## src/rtl/pipe_hazard_unit.sv

```systemverilog
// Pipeline hazard unit: operand forwarding, load-use / RAW stall detection,
// branch flush sequencing and saturating event counters.
module pipe_hazard_unit #(
  parameter int DATA_W    = 32,
  parameter int REG_AW    = 5,
  parameter int FWD_EN    = 1,
  parameter int FLUSH_CYC = 1,
  parameter int CNT_W     = 16
) (
  input  logic              clk,
  input  logic              rst_n,
  input  logic [REG_AW-1:0] rs,
  input  logic [REG_AW-1:0] rt,
  input  logic              use_rs,
  input  logic              use_rt,
  input  logic              ewreg,
  input  logic              em2reg,
  input  logic [REG_AW-1:0] edestReg,
  input  logic              mwreg,
  input  logic              mm2reg,
  input  logic [REG_AW-1:0] mdestReg,
  input  logic              wwreg,
  input  logic [REG_AW-1:0] wdestReg,
  input  logic              branch_taken,
  input  logic              cnt_clr,
  input  logic [DATA_W-1:0] er,
  input  logic [DATA_W-1:0] mr,
  input  logic [DATA_W-1:0] mdo,
  input  logic [DATA_W-1:0] wbData,
  input  logic [DATA_W-1:0] qa,
  input  logic [DATA_W-1:0] qb,
  output logic [DATA_W-1:0] fwd_a,
  output logic [DATA_W-1:0] fwd_b,
  output logic              stall,
  output logic              bubble,
  output logic              flush,
  output logic [1:0]        state,
  output logic [CNT_W-1:0]  stall_cnt,
  output logic [CNT_W-1:0]  flush_cnt,
  output logic [CNT_W-1:0]  fwd_cnt
);

  localparam logic [1:0] ST_RUN   = 2'd0;
  localparam logic [1:0] ST_STALL = 2'd1;
  localparam logic [1:0] ST_FLUSH = 2'd2;

  // The branch cycle is flush cycle 1, so the FLUSH state holds FLUSH_CYC-1 more.
  localparam logic [1:0] FLUSH_LOAD = 2'(FLUSH_CYC - 1);

  localparam logic [1:0] SEL_REG = 2'd0;
  localparam logic [1:0] SEL_EX  = 2'd1;
  localparam logic [1:0] SEL_MEM = 2'd2;
  localparam logic [1:0] SEL_WB  = 2'd3;

  localparam logic [CNT_W-1:0] CNT_MAX = '1;

  logic [1:0]  state_q;
  logic [1:0]  state_nxt;
  logic [1:0]  fcnt_q;
  logic [1:0]  fcnt_nxt;

  logic        ex_rs, ex_rt, mem_rs, mem_rt, wb_rs, wb_rt;
  logic        hazard;
  logic        flush_st;
  logic        fwd_hit;
  logic [1:0]  sel_a, sel_b;

  function automatic logic src_match(input logic              used,
                                     input logic              wr,
                                     input logic [REG_AW-1:0] dest,
                                     input logic [REG_AW-1:0] src);
    return used && wr && (dest == src) && (src != '0);
  endfunction

  function automatic logic [1:0] fwd_sel(input logic ex_m, input logic mem_m, input logic wb_m,
                                         input logic ex_load);
    if (ex_m && !ex_load) return SEL_EX;
    else if (mem_m)       return SEL_MEM;
    else if (wb_m)        return SEL_WB;
    else                  return SEL_REG;
  endfunction

  function automatic logic [CNT_W-1:0] sat_inc(input logic [CNT_W-1:0] cnt, input logic inc);
    if (inc && (cnt != CNT_MAX)) return cnt + 1'b1;
    else                         return cnt;
  endfunction

  assign ex_rs  = src_match(use_rs, ewreg, edestReg, rs);
  assign ex_rt  = src_match(use_rt, ewreg, edestReg, rt);
  assign mem_rs = src_match(use_rs, mwreg, mdestReg, rs);
  assign mem_rt = src_match(use_rt, mwreg, mdestReg, rt);
  assign wb_rs  = src_match(use_rs, wwreg, wdestReg, rs);
  assign wb_rt  = src_match(use_rt, wwreg, wdestReg, rt);

  always_comb begin
    sel_a  = SEL_REG;
    sel_b  = SEL_REG;
    hazard = 1'b0;
    if (FWD_EN != 0) begin
      sel_a  = fwd_sel(ex_rs, mem_rs, wb_rs, em2reg);
      sel_b  = fwd_sel(ex_rt, mem_rt, wb_rt, em2reg);
      hazard = (ex_rs || ex_rt) && em2reg;
    end else begin
      hazard = ex_rs || ex_rt || mem_rs || mem_rt;
    end
  end

  always_comb begin
    fwd_a = qa;
    case (sel_a)
      SEL_EX:  fwd_a = er;
      SEL_MEM: fwd_a = mm2reg ? mdo : mr;
      SEL_WB:  fwd_a = wbData;
      default: fwd_a = qa;
    endcase
  end

  always_comb begin
    fwd_b = qb;
    case (sel_b)
      SEL_EX:  fwd_b = er;
      SEL_MEM: fwd_b = mm2reg ? mdo : mr;
      SEL_WB:  fwd_b = wbData;
      default: fwd_b = qb;
    endcase
  end

  assign fwd_hit = (sel_a != SEL_REG) || (sel_b != SEL_REG);

  // Reset forces state/fcnt to zero, which also drops the state-based flush term.
  assign flush_st = (state_q == ST_FLUSH) && (fcnt_q != 2'd0);
  assign flush    = branch_taken || flush_st;
  assign stall    = hazard && !flush;
  assign bubble   = hazard && !flush;
  assign state    = state_q;

  always_comb begin
    state_nxt = state_q;
    fcnt_nxt  = fcnt_q;
    if (branch_taken) begin
      state_nxt = ST_FLUSH;
      fcnt_nxt  = FLUSH_LOAD;
    end else begin
      case (state_q)
        ST_RUN:   if (hazard) state_nxt = ST_STALL;
        ST_STALL: if (!hazard) state_nxt = ST_RUN;
        ST_FLUSH: begin
          if (fcnt_q == 2'd0) state_nxt = ST_RUN;
          else                fcnt_nxt  = fcnt_q - 2'd1;
        end
        default:  state_nxt = ST_RUN;
      endcase
    end
  end

  always_ff @(posedge clk or negedge rst_n) begin
    if (!rst_n) begin
      state_q <= ST_RUN;
      fcnt_q  <= 2'd0;
    end else begin
      state_q <= state_nxt;
      fcnt_q  <= fcnt_nxt;
    end
  end

  always_ff @(posedge clk or negedge rst_n) begin
    if (!rst_n) begin
      stall_cnt <= '0;
      flush_cnt <= '0;
      fwd_cnt   <= '0;
    end else if (cnt_clr) begin
      stall_cnt <= '0;
      flush_cnt <= '0;
      fwd_cnt   <= '0;
    end else begin
      stall_cnt <= sat_inc(stall_cnt, stall);
      flush_cnt <= sat_inc(flush_cnt, branch_taken);
      fwd_cnt   <= sat_inc(fwd_cnt, fwd_hit);
    end
  end

endmodule

```

## config.mk

```make
export PLATFORM = sky130hd
export DESIGN_NAME = pipe_hazard_unit
export DESIGN_NICKNAME = d
export VERILOG_FILES = /design/src/rtl/pipe_hazard_unit.sv
export SDC_FILE = /design/constraint.sdc
export NUM_CORES = 1
export LEC_CHECK = 0
export ABC_AREA = 0
export ABC_CLOCK_PERIOD_IN_PS = 3430
export BUFFER_PORTS_ARGS = -buffer_cell sky130_fd_sc_hd__buf_2
export CAP_MARGIN = 20
export CORE_AREA = 2 2 133 135
export CTS_CLUSTER_SIZE = 12
export DETAILED_ROUTE_END_ITERATION = 16
export DIE_AREA = 0 0 135 137
export GPL_TIMING_DRIVEN = 0
export PLACE_DENSITY = 0.68
export SLEW_MARGIN = 20
export SYNTH_ARGS = -nofsm -noshare
export SYNTH_HDL_FRONTEND = slang
export SYNTH_SLANG_ARGS = --single-unit
```

## constraint.sdc

```tcl
create_clock -name clk -period 3.43 [get_ports clk]
set_input_delay 0.5145 -clock clk [delete_from_list [all_inputs] [get_ports clk]]
set_output_delay 0.5145 -clock clk [all_outputs]
set_load 0.05 [all_outputs]
```

Yosys cells after proc, flatten, opt, wreduce, memory -nomap -nowiden
Index checks and enable logic that the tools add are counted.
W data, S select, Z words.
{"block": "totals", "register_bits": 52, "in_bits": 228, "output_inout_bits": 117, "elab_cells": 97}
{"block": "classes", "addsub": 4, "eq_ne": 21, "n_mux": 23, "reduce_logical": 44}
{"cell": "$pmux W32 S3", "n": 2}
{"cell": "$mux W16", "n": 6}
{"cell": "$add A16 B1 Y16 const B", "n": 3}
{"cell": "$ne A16 B16 Y1 const B", "n": 3}
{"cell": "$mux W32", "n": 1}
{"cell": "$eq A5 B5 Y1", "n": 6}
{"cell": "$logic_and A1 B1 Y1", "n": 26}
{"cell": "$mux W2", "n": 13}
{"cell": "$reduce_bool A2 Y1", "n": 7}
{"cell": "$eq A2 B2 Y1 const B", "n": 5}
{"cell": "$reduce_bool A5 Y1", "n": 2}
{"cell": "$eq A2 B1 Y1 const B", "n": 3}
{"cell": "$ne A3 B3 Y1 const B", "n": 2}
{"cell": "$pmux W2 S3", "n": 1}
{"cell": "$logic_not A2 Y1", "n": 2}
{"cell": "$logic_or A1 B1 Y1", "n": 3}
{"cell": "$ne A3 B2 Y1 const B", "n": 1}
{"cell": "$reduce_and A3 Y1", "n": 1}
{"cell": "$logic_not A1 Y1", "n": 2}
{"cell": "$ne A2 B2 Y1 const B", "n": 1}
{"cell": "$reduce_and A2 Y1", "n": 1}
{"cell": "$sub A2 B1 Y2 const B", "n": 1}

Depth between registers and ports, before layout
Gate-level depths: netlist of run 1.
{"block": "logic_depth", "ltp_word": 11, "depth_mapped": 11, "ltp_nobuf": 10}

Worst setup path before layout of run 1
Ideal clock, no wire load.
{"block": "synth_path", "kind": "input-to-output", "from": "input port rs[0]", "to": "output port fwd_a[10]", "arrival_time_ns": 3.190, "required_ns": 2.915, "setup_slack_ns": -0.275, "path_stages": 8, "path_buffers": 2, "cell_sequence": "or4_1 -> o21a_1 -> nand4_1 -> clkbuf_1 -> and2_1 -> clkbuf_1 -> a21oi_1 -> o21ai_0"}
{"block": "synth_between", "elab_chain_len": 8, "elab_cells_between_ends": 18, "classes_between": "eq/ne (6); mux (4); reduce/logical (8)"}
{"element": "start: declaration", "line_no": "12", "rtl": "input logic [REG_AW-1:0] rs,"}
{"element": "$eq A5 B5 Y1", "line_no": "72", "rtl": "return used && wr && (dest == src) && (src != '0);"}
{"element": "$logic_and A1 B1 Y1 (2 in a row)", "line_no": "72"}
{"element": "$mux W2", "line_no": "79", "rtl": "else if (wb_m) return SEL_WB;"}
{"element": "$mux W2", "line_no": "78", "rtl": "else if (mem_m) return SEL_MEM;"}
{"element": "$mux W2 (*)", "line_no": "77", "rtl": "if (ex_m && !ex_load) return SEL_EX;"}
{"element": "$eq A2 B2 Y1 or $eq A2 B1 Y1 (tied branches)", "line_no": "110", "rtl": "case (sel_a)"}
{"element": "$pmux W32 S3 (*)", "line_no": "110"}
{"element": "end: declaration", "line_no": "32", "rtl": "output logic [DATA_W-1:0] fwd_a,"}
Mark *: on every way between the ends. The rest lies on a longest branch, timed or not.

Worst setup path in the final report of run 1
{"block": "layout_path", "from": "input port rs[0]", "to": "output port fwd_a[29]"}
The elaborated chain is that of the path after synthesis.

==> results.md, run 1 <==
- Status: finished, final reports clean
- Post-route ant nets: 0
- Net Sw Power: ~0.75 mW
- Final Hold Fails: 0
- Post-cts hold buffer count: 0
- Metal2 WL: 12140 um
- Syn_nets: between 900 and 1000
- Total gr overflow: 0
- Yosys top cell by area: dfrtp_1
- Max Freq: between 200 and 300 MHz
- Row count: 48
- Sequential power share: between 30 and 40%
- Most frequent cells in the layout: 332 x buf_2, 71 x nor2_1, 70 x nand2_1, 60 x a21oi_1, 52 x dfrtp_1
- Pleak: 3.481 nW
- Sum Neg Setup Slack: 0 ns
- Die Area: ~18000 um^2
- Antenna violations before repair: 9
- Max-slew violation count: 0
- Number of vias per cell: ~5.3
- Synthesized cell area: 5191 um^2
- Chip height: 137 um
- Initial Util: approximately 30%
- Slew @ Worst Pin: 0.7621 ns
- Peak supply drop: 219.4 uV
- Critical Path End Type: output pin
- Share of the synthesized area in the top cell type: 25.07%
- Layout cells sized above 1: about two fifths
- #FFs+latches synth: 52
- Final worst-path cycle share: about 100%
- First-pass GRT wire length: between 30000 and 40000 um
- Finished Core Util: 44.45%
- Core area: 17060 um^2
- TritonCTS clock tree: yes
- Sw Ratio: around 38%
- Clock share of power: ~30%
- # IOs: ~350
- Internal: 1.244 mW
- Critical Path RT: about 3 ns
- Worst slack at placement: -0.5749 ns
- CTS root buffer: clkbuf_16
- Met3 wire length: 2643 um
- Yosys warns: 0
- DP Area: around 7200 um^2
- Clock tree buffer depth: 2
- Worst-Skew Late Latency: 0.29 ns
- RePlAce Congestion: approximately 0.94
- Crit-path max FO: 10
- Logic pwr share: 38.3%
- CP arrival: 2.87 ns
- H-tree lvl count: 2
- Pre-antenna DRT Iters: 5
- Type of origin of the critical path: input pin
- Fin area: 7581 um^2
- Clk_skew: roughly 0.0032 ns
- Clock Pin Slew Worst Setup and Hold Paths: around 0.070 ns
- Clock tree sinks: 52
- RSZ-0062 raised after global routing: true
- Critical path class: input pin to output pin
- DP Wirelength: 21400 um
- IO Port Bufs: 342
- P per Cell Area: 263.1 nW/um^2
- TritonCTS buffer count: 5
- Synth top area cells: dfrtp_1 25%, mux2i_1 7.7%, o21ai_0 6.9%
- Cells after Synth: 698
- Area Overhead vs Synth: 46.04%
- Total track usage: between 20% and 30%
- DR iter-0 viols: about 470
- Most common cell after layout, fill and taps aside: buf_2
- Fin crit period: around 3.4 ns
- Die W: 135 um
- DR vias: 6782
- Max-cap check violation count: 0
- Slew HR: roughly 49%
- Post-DR wirelength/cell: approximately 20 um
- M1 WL: between 10000 and 15000 um
- Largest net degree at the start of global routing: between 50 and 60
- Hold Crit Class: input pin to async pin
- Drt drc: 0
- Average size of a mapped cell: between 7 and 8 um^2
- Fin worst setup slack: between 0.04 and 0.05 ns
- Highest routed layer: met5
- Post-Route WL: roughly 26000 um
- Layout Nets: approximately 1300
- Final Setup Violations: 0
- Fillers: approximately 1800
- Vias in the first global route: around 6400
- Synth unique cells: between 50 and 60
- Post-synthesis sequential area ratio: about 25%
[critical path: stages]
cell      delay (ns)
buf_2           0.14
or4_1           0.56
o21a_1          0.21
and4_1          0.17
buf_2           0.21
buf_4           0.25
nor2_4          0.14
buf_12          0.14
a22oi_1         0.08
o21ai_1         0.16
clkbuf_4        0.28
[synthesized netlist by cell type (all sizes together)]
library cell  count
a211oi            1
a21oi            62
a22oi            12
a31oi             2
a32oi             3
and2              4
and3              6
and4              2
buf              10
clkbuf           33
dfrtp            52
ha                4
inv              20
mux2             28
mux2i            40
nand2            73
nand2b            2
nand3            25
nand3b            2
nand4             8
nor2             72
nor2b             6
nor3             14
nor3b             2
nor4              9
nor4b             1
o2111ai           1
o211ai            1
o21a              4
o21ai            74
o221a             1
o22ai            41
o31a              2
o31ai             3
or2               1
or3              14
or3b              1
or4               5
xnor2            36
xor2             21
[registers in the layout, indices dropped and copies added (netlist names)]
name       flops
fcnt_q         2
stall_cnt     16
fwd_cnt       16
state          2
flush_cnt     16
[per-layer routing]
layer  track usage, %  vias to the layer above
met4            5.845                        6
met3            5.815                       35
met5                0                        -
met1            35.96                     3171
met2            42.33                      341
li1                 -                     3229
[final timing paths]
| check | startpoint | endpoint | slack, ns | cells past startpoint |
|---|---|---|---|---|
| setup / recovery | rs[0] | fwd_a[29] | 0.04 | 11 |
| hold / removal | rst_n | flush_cnt[14]$_DFFE_PN0P_ | 0.25 | 1 |
| setup reg to reg | fcnt_q[0]$_DFFE_PN0P_ | stall_cnt[10]$_DFFE_PN0P_ | 1.07 | 11 |
| hold reg to reg | state[1]$_DFFE_PN0P_ | state[0]$_DFFE_PN0P_ | 0.50 | 1 |
| max in group asynchronous | rst_n | fwd_cnt[4]$_DFFE_PN0P_ | 2.73 | 1 |
| min in group clk | branch_taken | fcnt_q[0]$_DFFE_PN0P_ | 0.47 | 2 |
[power groups by stage]
stage | Combinational [mW] | Clock [mW] | Sequential (mW)
2_1_floorplan | 0.425 | 0 | 0.667
3_3_place_gp | 0.728 | 0 | 0.650
3_5_place_dp | 0.737 | 0 | 0.650
4_1_cts | 0.749 | 0.601 | 0.638
5_1_grt | 0.815 | 0.618 | 0.640
6_report | 0.764 | 0.592 | 0.638
[final cells by class]
| type | count | area [um^2] | area share, % |
|---|---|---|---|
| antenna | 6 | 15.01 | 0.1981 |
| buffer | 40 | 203.9 | 2.690 |
| clock buffer | 5 | 125.1 | 1.650 |
| clock inverter | 3 | 46.29 | 0.6107 |
| inverter | 20 | 75.07 | 0.9903 |
| multi-input combinational | 583 | 3734 | 49.25 |
| sequential | 52 | 1301 | 17.16 |
| tap | 225 | 281.5 | 3.713 |
| timing repair buffer | 344 | 1799 | 23.73 |
[logic make-up after synthesis]
group	Yosys count	share of synthesized area, %
compound gates	207	23.09
flops	52	25.07
buf+inv	63	4.772
xor+xnor	57	9.617
fa+ha+maj	4	0.9641
simple gates	247	22.70
mux	68	13.79
[through the flow]
stage | cells | hold slack (ns) | power (mW)
floorplan | 698 | 0.2189 | 1.092
global placement | 1265 | 0.4956 | 1.378
detailed placement | 1265 | 0.4901 | 1.387
CTS | 1270 | 0.2802 | 1.987
global route | 1272 | 0.3109 | 2.072
finish | 1278 | 0.2526 | 1.994
[timing repair]
action	CTS	global route
pin swaps	1	2
endpoints found under the setup margin	64	56
setup buffers	0	2
gates resized for setup	37	36
Note: power is estimated with default switching activity, not from simulation.
==> run 2: changes to the inputs <==
Settings changed: CTS_BUF_LIST set to sky130_fd_sc_hd__clkbuf_16, SKIP_CTS_REPAIR_TIMING set to 1.
==> results.md, run 2 (same netlist as run 1, synthesis figures left out) <==
- Core area: 17060 um^2
- Area Overhead vs Synth: 45.72%
- Status: finished, final reports clean
- Max Freq: a little under 300 MHz
- TritonCTS buffer count: 5
- Fin area: about 7600 um^2
- Worst-Skew Late Latency: between 0.2 and 0.3 ns
- Fillers: 1804
- Post-route ant nets: 0
- Worst reg2reg startpoint: fcnt_q[0]$_DFFE_PN0P_
- IO Port Bufs: between 300 and 400
- Reg-to-Reg End: stall_cnt[10]$_DFFE_PN0P_
- Slew HR: 50.93%
- Drt drc: 0
- R2R Setup Slk: 1.08 ns
- Final worst-path cycle share: 97.93%
- Total gr overflow: 0
- P per Cell Area: ~260 nW/um^2
- Crit path launch: rs[0]
- Cell mode on critical path: buf_2
- Vias in the first global route: 6430
- Clk_skew: approximately 0.0027 ns
- Die Area: 18500 um^2
- Slew @ Worst Pin: approximately 0.74 ns
- DR iter-0 viols: about 450
- Fin crit period: between 3 and 4 ns
- Layout Nets: around 1300
- Clock tree sinks: 52
- Placed Cells: between 1000 and 1500
- Final Hold Fails: 0
- Most frequent cells in the layout: 339 x buf_2, 71 x nor2_1, 70 x nand2_1, 60 x a21oi_1, 52 x dfrtp_1
- Chip height: around 140 um
- Type of origin of the critical path: input pin
- DP Wirelength: ~21000 um
- Clock share of power: just under 30%
- Critical Path End Type: output pin
- Die W: around 140 um
- Post-DR wirelength/cell: ~20 um
- Crit-path max FO: 10
- # IOs: ~350
- TritonCTS clock tree: yes
- Initial Util: 30.44%
- DP Area: between 7000 and 8000 um^2
- DR vias: about 6800
- Hold Crit Class: input pin to async pin
- Worst r2r path cells: 11
- Clock tree buffer depth: 2
- First-pass GRT wire length: around 37000 um
- Max-cap check violation count: 0
- Buf/Inv on CP: 5
- Row count: 48
- Count of non-filler cells in the finished layout: 1281
- Total track usage: 26.27%
- Clock Pin Slew Worst Setup and Hold Paths: approximately 0.070 ns
- Post-Route WL: 25710 um
- Largest net degree at the start of global routing: 53
- Multi-input logic area: about 3700 um^2
- H-tree lvl count: 2
- Critical path class: input pin to output pin
- CP max stage delay: 0.56 ns
- Net Sw Power: between 0.7 and 0.8 mW
- Layout cells sized above 1: just over 40%
- CP arrival: ~2.8 ns
- Most common cell after layout, fill and taps aside: buf_2
- Crit path cell chain: buf_2 > or4_1 > o21a_1 > and4_1 > buf_2 > buf_4 > nor2_4 > buf_12 > a22oi_1 > o21ai_1 > buf_2
- Slowest CP cell: or4_1
- Pre-antenna DRT Iters: 5
- Antenna violations before repair: 9
- Peak supply drop: 217.4 uV
- Register area: roughly 1300 um^2
- Sw Ratio: between 30 and 40%
- Sequential power share: between 30% and 40%
- Levels on crit path: 11
- Final Setup Violations: 0
- Internal: ~1.2 mW
- Hold slack: approximately 0.26 ns
- Pleak: 3.474 nW
- Logic pwr share: 38.2%
- Max-slew violation count: 0
- Number of vias per cell: 5.302
- Biggest regs: flush_cnt (16), fwd_cnt (16), stall_cnt (16)
- Top Family by Delay on Critical Path: buffers and inverters
- Critical Path RT: between 2 and 3 ns
- RePlAce Congestion: between 0.9 and 1
- CTS root buffer: clkbuf_16
## run 2: cell count changes in the layout (fill, tap and decap cells not counted), moves of 3 or more
cell	delta
clkbuf_2	+3
clkbuf_4	-7
diode_2	+3
buf_2	+7
## run 2: how the worst max path moves through the flow
stage / end
2_1_floorplan: fwd_a[18]
3_3_place_gp: fwd_b[9]
3_5_place_dp: fwd_b[9]
4_1_cts: fwd_b[9]
5_1_grt: fwd_a[12]
6_report: fwd_a[5]
## run 2: power by group through the flow
stage,clock network [mW],logic [mW],registers (mW)
final,0.590,0.759,0.638
after CTS,0.601,0.740,0.638
after detailed placement,0,0.737,0.650
after global routing,0.618,0.811,0.640
after global placement,0,0.728,0.650
after floorplan,0,0.425,0.667
## run 2: routing by layer
| metal | GRT usage, % | share of wire [%] |
|---|---|---|
| met1 | 36.01 | 41 |
| met2 | 42.22 | 47 |
| met3 | 5.852 | 9.6 |
| met4 | 6.019 | 1.8 |
| met5 | 0 | 0.086 |
## run 2: through the flow
step,util [%],power [mW],setup WS [ns],setup TNS [ns]
after global routing,44.22,2.068,-0.004375,-0.008604
after CTS,43.22,1.978,-0.5794,-19.34
after global placement,42.17,1.378,-0.6344,-20.42
final,44.35,1.987,0.07092,0
after floorplan,-,1.092,-0.1137,-0.2275
after detailed placement,42.22,1.387,-0.5749,-18.87
## run 2: area by class of cell
| cell class | count | area share, % |
|---|---|---|
| tap | 225 | 3.721 |
| antenna | 9 | 0.2977 |
| clock buffer | 5 | 1.654 |
| buffer | 40 | 2.729 |
| inverter | 20 | 0.9924 |
| timing repair buffer | 344 | 23.32 |
| sequential | 52 | 17.20 |
| multi-input combinational | 583 | 49.47 |
| clock inverter | 3 | 0.6120 |
## run 2: worst register-to-register path, delay by kind of cell (launching register included)
kind / cells / cell delay, ns
flip-flops: 1 / 0.37
buffers and inverters: 3 / 0.51
AO/OA/AOI/OAI: 1 / 0.20
XOR/XNOR: 1 / 0.14
adder cells (fa/ha/maj): 1 / 0.19
AND/OR/NAND/NOR: 5 / 0.80
